## config.mk

```make
export PLATFORM = sky130hd
export DESIGN_NAME = stream_ctrl_burst
export DESIGN_NICKNAME = d
export VERILOG_FILES = /design/src/rtl/stream_ctrl_burst.sv
export SDC_FILE = /design/constraint.sdc
export NUM_CORES = 1
export LEC_CHECK = 0
export ABC_AREA = 1
export CORE_ASPECT_RATIO = 1.25
export CORE_MARGIN = 10
export CORE_UTILIZATION = 48
export CTS_BUF_LIST = sky130_fd_sc_hd__clkbuf_4
export CTS_CLUSTER_SIZE = 24
export DETAILED_ROUTE_END_ITERATION = 8
export GPL_TIMING_DRIVEN = 0
export PLACE_DENSITY_LB_ADDON = 0.05
export SLEW_MARGIN = 30
export SYNTH_ARGS = -nofsm -noshare
export SYNTH_HDL_FRONTEND = slang
export SYNTH_SLANG_ARGS = --single-unit
export TNS_END_PERCENT = 50
```

## constraint.sdc

```tcl
create_clock -name clk -period 1.3 [get_ports clk]
set_input_delay 0.13 -clock clk [delete_from_list [all_inputs] [get_ports clk]]
set_output_delay 0.13 -clock clk [all_outputs]
set_load 0.01 [all_outputs]
```

## src/rtl/stream_ctrl_burst.sv

```systemverilog
// stream_ctrl_burst: output-stream controller for the result path.
// Queues accelerator completion pulses. For each one it emits a burst of
// buffer read strobes/addresses, plus registered dst_valid/dst_last toward
// the stream sink.
// Optional build macro: STREAM_CTRL_FIN_SYNC_EN adds a two-flop delay on
// get_fin so the core array completion tree has time to settle.
`timescale 1ns/1ps

module stream_ctrl_burst #(
  parameter int AW     = 8,
  parameter int PEND_W = 2
) (
  input  logic          clk,
  input  logic          rst_n,
  input  logic          get_fin,
  input  logic [AW-1:0] burst_len,
  input  logic          dst_ready,
  output logic          stream_v,
  output logic [AW-1:0] stream_a,
  output logic          dst_valid,
  output logic          dst_last,
  output logic          busy,
  output logic          overflow
);

  typedef enum logic {IDLE = 1'b0, STREAM = 1'b1} state_t;

  localparam logic [PEND_W-1:0] PEND_MAX = '1;

  state_t            state, state_d;
  logic [AW-1:0]     addr, addr_d;
  logic [AW-1:0]     len_q, len_d;
  logic [PEND_W-1:0] pend;
  logic              fin_evt;
  logic              start;
  logic              pend_nz;

  // ---- stage p0/p1: completion event alignment ----
`ifdef STREAM_CTRL_FIN_SYNC_EN
  logic fin_p0, fin_p1;

  // Delay the completion pulse by two cycles.
  always_ff @(posedge clk or negedge rst_n) begin
    if (!rst_n) begin
      fin_p0 <= 1'b0;
      fin_p1 <= 1'b0;
    end else begin
      fin_p0 <= get_fin;
      fin_p1 <= fin_p0;
    end
  end

  assign fin_evt = fin_p1;
`else
  assign fin_evt = get_fin;
`endif

  assign pend_nz  = (pend != '0);
  assign stream_v = (state == STREAM) && dst_ready;
  assign stream_a = addr;
  assign busy     = (state == STREAM) || pend_nz;

  // ---- burst sequencing ----
  // Next-state logic: start a burst, step the address, restart back-to-back or retire.
  always_comb begin
    state_d = state;
    addr_d  = addr;
    len_d   = len_q;
    start   = 1'b0;
    case (state)
      IDLE: begin
        if (pend_nz && dst_ready) begin
          start   = 1'b1;
          state_d = STREAM;
          addr_d  = '0;
          len_d   = burst_len;
        end
      end
      STREAM: begin
        if (dst_ready) begin
          if (addr != len_q) begin
            addr_d = addr + 1'b1;
          end else if (pend_nz) begin
            // Last beat with work queued: next burst follows with no gap.
            start  = 1'b1;
            addr_d = '0;
            len_d  = burst_len;
          end else begin
            state_d = IDLE;
          end
        end
      end
      default: state_d = IDLE;
    endcase
  end

  // FSM state, beat address and latched burst length.
  always_ff @(posedge clk or negedge rst_n) begin
    if (!rst_n) begin
      state <= IDLE;
      addr  <= '0;
      len_q <= '0;
    end else begin
      state <= state_d;
      addr  <= addr_d;
      len_q <= len_d;
    end
  end

  // Pending-completion counter; saturates and flags a lost completion.
  always_ff @(posedge clk or negedge rst_n) begin
    if (!rst_n) begin
      pend     <= '0;
      overflow <= 1'b0;
    end else begin
      if (fin_evt && !start) begin
        if (pend == PEND_MAX) begin
          overflow <= 1'b1;
        end else begin
          pend <= pend + 1'b1;
        end
      end else if (!fin_evt && start) begin
        pend <= pend - 1'b1;
      end
    end
  end

  // ---- stage p2: output register, aligned with one-cycle buffer read ----
  // Output flags advance only with the sink, so valid never drops without a transfer.
  always_ff @(posedge clk or negedge rst_n) begin
    if (!rst_n) begin
      dst_valid <= 1'b0;
      dst_last  <= 1'b0;
    end else if (dst_ready) begin
      dst_valid <= stream_v;
      dst_last  <= stream_v && (addr == len_q);
    end
  end

endmodule

```

* Word-level counts from Yosys, hierarchy flattened
Cells that the tools add are included.
** Operators by class
- Add/sub/neg operators :: 3
- Equal/unequal tests :: 9
- Muxes and demuxes :: 21
- Bitwise operators :: 1
- Reduce and logical (&&, ||, !) cells :: 14
** Operators with widths (count)
- $mux W8 :: 8
- $pmux W8 S2 :: 2
- $add A8 B1 Y8 const B :: 1
- $eq A8 B8 Y1 :: 1
- $ne A2 B2 Y1 const B :: 4
- $ne A8 B8 Y1 :: 1
- $mux W1 :: 6
- $mux W2 :: 3
- $logic_and A1 B1 Y1 :: 5
- $pmux W1 S2 :: 2
- $reduce_and A2 Y1 :: 2
- $reduce_and A4 Y1 :: 1
- $reduce_bool A2 Y1 :: 2
- $ne A3 B1 Y1 const B :: 1
- $reduce_and A3 Y1 :: 1
- $add A2 B1 Y2 const B :: 1
- $eq A2 B2 Y1 const B :: 1
- $logic_not A1 Y1 :: 2
- $ne A2 B1 Y1 const B :: 1
- $sub A2 B1 Y2 const B :: 1
- $logic_or A1 B1 Y1 :: 1
- $not A1 Y1 :: 1
** Word-level totals
- Flip-flop bits (word level) :: 22
- Input port bits :: 12
- Output and inout port bits :: 13

* Longest topological paths before layout
Gate-level depths: netlist of run 1.
- Depth after elaboration :: 9
- Depth in mapped cells :: 12
- Mapped depth without buffers :: 12

* Least setup slack after synthesis of run 1
No wires, ideal clock.
- Path kind :: register -> register
- Start point :: register addr[5], in the netlist stream_a[5]
- End point :: register pend[1]
- Setup time :: 0.121 ns
- Data arrival time :: 1.320 ns
- Required time :: 1.179 ns
- Slack :: -0.141 ns
- Stages on the path, launching flop included :: 11
- Cell sequence :: dfrtp_1 > inv_2 > nand2_1 > nand2_1 > nand2_1 > nor2_4 > nand2_4 > nand2_8 > nand3b_1 > o21ai_1 > nand2_1
** Between the ends
- Longest elaborated chain between the ends :: 8
- Elaborated cells on any way between the ends :: 11
- Those cells by class :: eq/ne: 2; mux: 4; reduce/logical: 5
** Ends and longest elaborated chain
- start: declaration :: RTL line 31 : logic [AW-1:0] addr, addr_d;
- start signal: assignment :: RTL line 105 : addr <= addr_d;
- $ne A8 B8 Y1 (*) :: RTL line 81 : if (addr != len_q) begin
- $mux W1 (*) :: RTL line 81
- $mux W1 (*) :: RTL line 80 : if (dst_ready) begin
- $pmux W1 S2 (*) :: RTL line 70 : case (state)
- $logic_not A1 Y1 :: RTL line 116 : if (fin_evt && !start) begin
- $logic_and A1 B1 Y1 :: RTL line 116
- $ne A2 B2 Y1 (no source line) / $reduce_bool A2 Y1 (equally long branches)
- $reduce_and A2 Y1 (no source line)
- end signal: assignment :: RTL line 120 : pend <= pend + 1'b1;
- end signal: assignment :: RTL line 123 : pend <= pend - 1'b1;
- end: declaration :: RTL line 33 : logic [PEND_W-1:0] pend;
Mark *: on every way between the ends. The rest lies on a longest branch, timed or not.
A chain may end at the register's enable or synchronous reset.

* Worst setup path in the final report of run 1
- Start point :: register addr[5], in the netlist stream_a[5]
- End point :: register addr[5], in the netlist stream_a[5]
** Between the ends
- Longest elaborated chain between the ends :: 4
- Elaborated cells on any way between the ends :: 7
- Those cells by class :: add/sub: 1; eq/ne: 2; mux: 3; reduce/logical: 1
** Ends and longest elaborated chain (RTL line)
- $add A8 B1 Y8 / $ne A8 B8 Y1 (equally long branches) :: 82, 81
- $mux W8 :: 81
- $mux W8 :: 80
- $pmux W8 S2 :: 70
Parallel ways exist; a longest one is shown, timed or not. The select of a mux whose other input is x is not followed.

==> flow_summary.ini, run 1 <==
[power_and_ir_drop]
swShare = 0.3886
switchingPower_mw = 1.007
share_comb_of_total_power = 0.492
cellInternalPower_mw = 1.584
p_seq_frac = 0.376
ir_drop_mv = 0.7490
p_leak_nw = 0.9689
power_frac_clock = 0.132
p_total_mw = 2.591
power_density_nw_per_um2 = 1324

[die]
die_w_um = 65.99
dieArea_um2 = 5113
die_h_um = 77.48
rows = 20
start_util = 0.5121
core_um2 = 2477
ios = 25

[synthesis]
synth_area_um2 = 1269
synth_common_cells = 49 x nand2_1, 22 x dfrtp_1, 14 x inv_1
postSynthAreaPerCell_um2 = 8.292
ys_warn_count = 0
syn_nets = 166
ys_top_cells_by_area = dfrtp_1 43%, nand2_1 14%, nand3_1 4.3%, inv_1 4.1%, a21oi_2 3.5%
synthDistinctLibCells = 25
synth-edff-count = 0
ys_ff_latch = 22
synth_top_area_share = 0.4339
yosys.area.top_type = dfrtp_1
async_flop_share = 1.000
syn_inst = 153
post-synth-top-count-cell = nand2_1
ys.flop_type = dfrtp_1
ys_seq_area_frac = 0.4339

[placement]
dp_hpwl_um = 2097
postPlaceCellArea_um2 = 1574
numPlacedInstances = 210
place_congestion = 0.7742
io_buffers = 24
pre_cts_slack_ps = -328.6

[setup_path]
worstSetupStartpointType = flip-flop
cp-end-kind = flip-flop
reg2reg_depth = 10
critPathRequiredTime_ps = 1500
crit_fanout = 4
reg2reg_to = stream_a[5]
critPathArrivalTime_ps = 1750
ff2ff_setup_slack_ps = -250
path_class = reg2reg
r2r_start = stream_a[5]

[clocking]
htreeDepth = 1
cts_buffers = 3
path_clk_slew_ps = 120
cts_buffer_depth = 2
clock_sinks = 22
cts_root_buf = clkbuf_4
clk_latency_ps = 300
cts_tree = yes

[routing]
num_vias = 1255
first_pass_iters = 4
wl_per_cell_um = 15.37
avgViaCountPerCell = 5.122
drt_wl_total_um = 3765
drtIter0Drc = 66
drc = 0
ant_nets = 0

[sta]
layout_setup_ws_ps = -251.4
max_freq_ghz = 0.6446
slew_viol_final = 0
setup_viol = 23
hold_viol = 0
worstMarginPinSlew_ps = 528.6
skew_ps = 2.324
rsz0062_at_grt = yes
relSlewSlack = 0.6476
hold_slack_ps = 319.8
period_needed_ps = 1551
fin_crit_sh = 1.193

[final_layout]
drive_gt1_frac = 0.4292
final_cells = 245
fillers = 167
num_antenna_cells = 0
fin_area_um2 = 1957
finalNetCount = 226
syn_to_final_growth_pct = 54.24

[global_routing]
grt_pass1_wl_um = 5754
grt_max_degree = 23
overflow = 0
grt_usage = 0.1371
antenna_found_initial = 0
grt_pass1_vias = 1201

[min_path]
worstHoldPathType = in2async

[job]
cap_violations = 0

[outcome]
status = finished with violations
violations = setup timing
[cell families (layout without fill, tap and decap cells)]
group | Yosys count | in the layout | synth area share
xor gates and xnor gates | 6 | 6 | 0.04143
DFF | 22 | 22 | 0.4339
adders and majority gates | 1 | 1 | 0.009860
AOI/OAI and AO/OA | 16 | 16 | 0.07988
buffers and inverters | 18 | 76 | 0.06607
and+or+nand+nor | 90 | 91 | 0.3688
[power groups by stage]
stage	clock network [mW]	logic, mW	registers (mW)
floorplan	0	0.508	1.01
CTS	0.355	0.992	0.962
global placement	0	0.850	0.995
finish	0.343	1.27	0.974
detailed placement	0	0.862	0.998
global route	0.393	1.38	0.992
[layout by cell type (no fill, tap or decap), drive strengths merged]
cell type	count
ha	1
clkbuf	5
dfrtp	22
buf	31
nand4	2
xnor2	3
o21bai	1
o21ai	6
or2	1
nand3b	1
inv	17
clkdlybuf4s50	10
xor2	3
dlygate4sd2	11
a21oi	9
nor3	1
clkdlybuf4s15	1
nand2	59
nor2	16
nand3	11
dlygate4sd3	1
[sequential cells by signal, indices dropped and copies added, names as in the netlist]
| name | count |
|---|---|
| dst_last | 1 |
| dst_valid | 1 |
| len_q | 8 |
| overflow | 1 |
| pend | 2 |
| state | 1 |
| stream_a | 8 |
[routing by layer]
| layer | vias to the layer above | track usage | wire, um |
|---|---|---|---|
| met3 | 14 | 0.03161 | 225 |
| met2 | 43 | 0.2422 | 1961 |
| met1 | 589 | 0.1609 | 1468 |
| met4 | 0 | 0.03151 | 109 |
| met5 | - | 0 | 0 |
| li1 | 609 | - | - |
[worst max-delay path by stage]
| stage | startpoint | endpoint | slack, ps | cells after the start |
|---|---|---|---|---|
| final | stream_a[5] | stream_a[5] | -250 | 10 |
| after detailed placement | pend[0] | busy | -330 | 4 |
| after floorplan | stream_a[7] | pend[1] | -120 | 10 |
| after global routing | stream_a[5] | pend[1] | -350 | 10 |
| after global placement | pend[0] | busy | -340 | 4 |
| after CTS | len_q[3] | len_q[3] | -220 | 9 |
[what timing repair did]
action | CTS | global route
gates resized for setup | 33 | 20
setup endpoints to repair | 33 | 24
cloned | 1 | 1
endpoints found under the hold margin | 22 | 0
buffers inserted | 15 | 13
pin swaps | 6 | 14
hold buffers | 1 | 0
[layout make-up]
type                    instances  area, um^2  area share
multi-input cells             114       760.7      0.3887
flip-flops and latches         22       558.0      0.2852
inverters                      17       63.81     0.03261
well taps                      33       41.29     0.02110
clock buffers                   4       30.03     0.01535
repair buffers                 54       483.0      0.2468
plain buffers                   1       20.02     0.01023
[metrics by stage]
stage | utilization | TNS, ps
6_report | 0.7899 | -4252
5_1_grt | 0.7899 | -5962
4_1_cts | 0.7162 | -3476
3_5_place_dp | 0.6354 | -4878
3_3_place_gp | 0.6374 | -6244
2_1_floorplan | - | -1514
[worst max-delay path, stage by stage (launching register included)]
cell and delay (ps):
dfrtp_1 430, inv_2 80, nand2_1 50, nand2_1 80, nand2_2 80, nor2_4 150, nand2_4 100, buf_4 140
buf_4 140, nand4_1 100, o21ai_1 80
Note: power is estimated with default switching activity, not from simulation.
==> run 2, diff against run 1 <==
--- a/config.mk
+++ b/config.mk
@@ -8,7 +8,7 @@
 export ABC_AREA = 1
 export CORE_ASPECT_RATIO = 1.25
 export CORE_MARGIN = 10
-export CORE_UTILIZATION = 48
+export CORE_UTILIZATION = 46
 export CTS_BUF_LIST = sky130_fd_sc_hd__clkbuf_4
 export CTS_CLUSTER_SIZE = 24
 export DETAILED_ROUTE_END_ITERATION = 8
==> flow_summary.ini, run 2 (synthesis gave the netlist of run 1 again) <==
[final_layout]
finalNetCount = 222
num_antenna_cells = 0
fin_util = 0.7232
layout_common_cells = 35 x nand2_1, 23 x buf_4, 17 x dfrtp_1
syn_to_final_growth_pct = 51.28
layout_commonest_cell = nand2_1
drive_gt1_frac = 0.4231

[sta]
hold_viol = 0
slew_viol_final = 0
skew_ps = 5.061
max_freq_ghz = 0.6457
setup_viol = 21
worstMarginPinSlew_ps = 523.5
rsz0062_at_grt = yes
period_needed_ps = 1549
hold_slack_ps = 316.5
finalSetupTns_ps = -3503
fin_crit_sh = 1.191
relSlewSlack = 0.6510
layout_setup_ws_ps = -248.6

[die]
dieArea_um2 = 5272
die_h_um = 78.72
rows = 21
die_w_um = 66.98
ios = 25
core_um2 = 2654
start_util = 0.4781

[clocking]
htreeDepth = 1
cts_buffer_depth = 2
cts_buffers = 3
clock_sinks = 22
cts_root_buf = clkbuf_4
path_clk_slew_ps = 120
cts_tree = yes
clk_latency_ps = 300

[placement]
pre_cts_slack_ps = -379.9
io_buffers = 24
dp_hpwl_um = 2161
place_congestion = 0.7859

[setup_path]
ff2ff_setup_slack_ps = -250
reg2reg_depth = 10
path_cells = inv_2 -> nand2_1 -> nand2_1 -> nand2_2 -> nor2_4 -> nand2_4 -> nand2_8 -> nand3b_1 -> o21ai_1 -> nand2_1
crit_path_max_incr_delay_ps = 470
critPathSlowestCell = dfrtp_2
worstSetupStartpointType = flip-flop
critPathArrivalTime_ps = 1750
cp-end-kind = flip-flop
critPathRequiredTime_ps = 1510
crit_fanout = 6
path_class = reg2reg
reg2reg_to = pend[1]
r2r_start = stream_a[0]
cp_common_cell = nand2_1

[global_routing]
overflow = 0
grt_max_degree = 23
grt_pass1_wl_um = 5464
grt_pass1_vias = 1242
antenna_found_initial = 0
grt_usage = 0.1296

[power_and_ir_drop]
p_leak_nw = 0.9401
ir_drop_mv = 0.8707
power_density_nw_per_um2 = 1245
p_total_mw = 2.390

[routing]
drtIter0Drc = 44
drc = 0
ant_nets = 0
wl_per_cell_um = 14.03
num_vias = 1190
avgViaCountPerCell = 4.917
drt_wl_total_um = 3395
first_pass_iters = 4

[job]
cap_violations = 0

[outcome]
status = finished with violations
violations = setup timing

[min_path]
worstHoldPathType = in2async
run 2: final cells by class:
class	instances	area (um^2)
Fill cell	201	734.5
Clock buffer	4	30.03
Tap cell	34	42.54
Timing Repair Buffer	49	432.9
Buffer	1	20.02
Inverter	17	63.81
Sequential cell	22	556.8
Multi-Input combinational cell	115	773.2
run 2: power breakdown:
part           switching, mW  total [mW]  internal, mW
combinational          0.562        1.08         0.521
clock                  0.209       0.349         0.140
sequential             0.145       0.958         0.813
total                  0.916        2.39          1.47
run 2: worst max path at each step:
stage,start,to,depth (start not counted),slack [ps]
after floorplan,stream_a[7],pend[1],10,-120
after global placement,pend[0],busy,4,-360
after detailed placement,pend[0],busy,4,-380
after CTS,stream_a[3],pend[1],8,-260
after global routing,stream_a[4],pend[1],10,-370
final,stream_a[0],pend[1],10,-250
run 2: per-stage QoR:
stage | instance area, um^2 | std cells
detailed placement | 1575 | 211
global route | 1919 | 242
finish | 1919 | 242
CTS | 1803 | 235
floorplan | 1297 | 153
global placement | 1580 | 211
run 2: layer usage:
metal	up-vias	share of wire	track usage
met1	570	0.37	0.1423
met2	21	0.57	0.2319
met5	-	0	0
li1	594	-	-
met4	0	0.016	0.04938
met3	5	0.047	0.02949
run 2: what timing repair did:
action | in CTS | in global routing
hold buffers | 1 | 0
setup endpoints to repair | 32 | 23
pin swaps | 11 | 14
setup buffers | 17 | 6
resized for setup | 34 | 19
endpoints found under the hold margin | 22 | 0
gates cloned | 2 | 1
run 2: worst max-delay path, delay by kind of cell, from the launching register on:
kind / cells / cell delay, ps
AO/OA/AOI/OAI: 1 / 170
buffers and inverters: 1 / 50
flip-flops: 1 / 470
AND/OR/NAND/NOR: 8 / 760
==> run 3, diff against run 2 <==
--- a/config.mk
+++ b/config.mk
@@ -13,7 +13,7 @@
 export CTS_CLUSTER_SIZE = 24
 export DETAILED_ROUTE_END_ITERATION = 8
 export GPL_TIMING_DRIVEN = 0
-export PLACE_DENSITY_LB_ADDON = 0.05
+export PLACE_DENSITY = 0.82
 export SLEW_MARGIN = 30
 export SYNTH_ARGS = -nofsm -noshare
 export SYNTH_HDL_FRONTEND = slang
==> flow_summary.ini, run 3 (synthesis gave the netlist of run 1 again) <==
[clocking]
cts_root_buf = clkbuf_4
cts_tree = yes
clock_sinks = 22
htreeDepth = 1
clk_latency_ps = 330
cts_buffers = 3
cts_buffer_depth = 2
path_clk_slew_ps = 140

[die]
core_um2 = 2654
start_util = 0.4781
dieArea_um2 = 5272
ios = 25
die_w_um = 66.98
die_h_um = 78.72
rows = 21

[routing]
wl_per_cell_um = 15.27
drc = 0
first_pass_iters = 4
drtIter0Drc = 41
ant_nets = 0
drt_wl_total_um = 3741
num_vias = 1236
avgViaCountPerCell = 5.045

[setup_path]
critPathRequiredTime_ps = 1520
critPathBufInv = 0
worst_path_dominant_cell_family = simple AND/OR/NAND/NOR gates
path_cells = xnor2_2 -> nand2_2 -> nor2_4 -> nand2_4 -> nand2_8 -> nand3b_1 -> o21ai_1 -> nand2_1
critPathArrivalTime_ps = 1800
reg2reg_depth = 8
r2r_start = len_q[2]
cp-end-kind = flip-flop
crit_fanout = 5
crit_path_max_incr_delay_ps = 450
ff2ff_setup_slack_ps = -280
reg2reg_to = pend[1]
worstSetupStartpointType = flip-flop
critPathSlowestCell = dfrtp_1
path_class = reg2reg

[placement]
postPlaceCellArea_um2 = 1575
dp_hpwl_um = 2140
place_congestion = 0.8283
io_buffers = 24

[global_routing]
antenna_found_initial = 0
grt_pass1_wl_um = 5844
grt_max_degree = 23
grt_pass1_vias = 1294
overflow = 0
grt_usage = 0.1362

[sta]
relSlewSlack = 0.6512
layout_setup_ws_ps = -281.5
finalSetupTns_ps = -4322
hold_viol = 0
rsz0062_at_grt = yes
worstMarginPinSlew_ps = 523.2
fin_crit_sh = 1.217
slew_viol_final = 0
setup_viol = 23
max_freq_ghz = 0.6323
period_needed_ps = 1582
skew_ps = 13.08

[min_path]
worstHoldPathType = in2async

[job]
cap_violations = 0

[power_and_ir_drop]
p_leak_nw = 0.9593
power_density_nw_per_um2 = 1337
ir_drop_mv = 0.7363

[final_layout]
drive_gt1_frac = 0.4265
fin_area_um2 = 1928
finalNetCount = 225
layout_common_cells = 39 x nand2_1, 26 x buf_4, 15 x dfrtp_1
num_antenna_cells = 0
layout_commonest_cell = nand2_1
syn_to_final_growth_pct = 51.97

[outcome]
violations = setup timing
status = finished with violations
==> run 3: layout make-up <==
type / instances / area (um^2)
multi-input combinational: 113 / 745.7
fill: 207 / 725.7
clock inverter: 1 / 3.754
timing repair buffer: 54 / 470.5
buffer: 1 / 20.02
sequential: 22 / 559.3
inverter: 17 / 63.81
tap: 34 / 42.54
clock buffer: 3 / 22.52
==> run 3: power by group <==
part           switching [mW]  leakage [nW]  internal [mW]
clock                   0.229        0.0154          0.113
combinational           0.646         0.705          0.626
sequential              0.146         0.239          0.817
total                    1.02         0.959           1.56
==> run 3: layer usage <==
metal  wire [um]  vias to the layer above  track usage  share of wire
met3         211                       11      0.03090          0.056
met1        1421                      585       0.1586           0.38
met4          79                        0      0.03704          0.021
li1            -                      600            -              -
met5           0                        -            0              0
met2        2028                       40       0.2405           0.54
==> run 3: how the worst max path moves through the flow <==
stage	from	end	slack (ps)	depth (start not counted)
2_1_floorplan	stream_a[7]	pend[1]	-120	10
3_3_place_gp	pend[0]	busy	-350	4
3_5_place_dp	pend[0]	busy	-390	4
4_1_cts	stream_a[7]	pend[1]	-240	10
5_1_grt	len_q[3]	pend[1]	-360	8
6_report	len_q[2]	pend[1]	-280	8
==> run 3: repair_timing <==
action,4_1_cts,5_1_grt
cloned,0,1
hold buffers,1,0
buffers inserted,22,6
endpoints found under the setup margin,32,26
hold endpoints to repair,22,0
gates resized for setup,47,11
pin swaps,10,9
==> run 3: stage by stage <==
stage | hold WS, ps | util | setup WS [ps] | cells | power (mW)
finish | 288.7 | 0.7265 | -281.5 | 245 | 2.578
floorplan | -165.6 | - | -124.0 | 153 | 1.515
CTS | 322.2 | 0.6879 | -235.3 | 238 | 2.471
global placement | 459.7 | 0.5955 | -351.0 | 211 | 1.834
detailed placement | 132.3 | 0.5936 | -385.7 | 211 | 1.871
global route | 330.4 | 0.7265 | -364.8 | 245 | 2.766
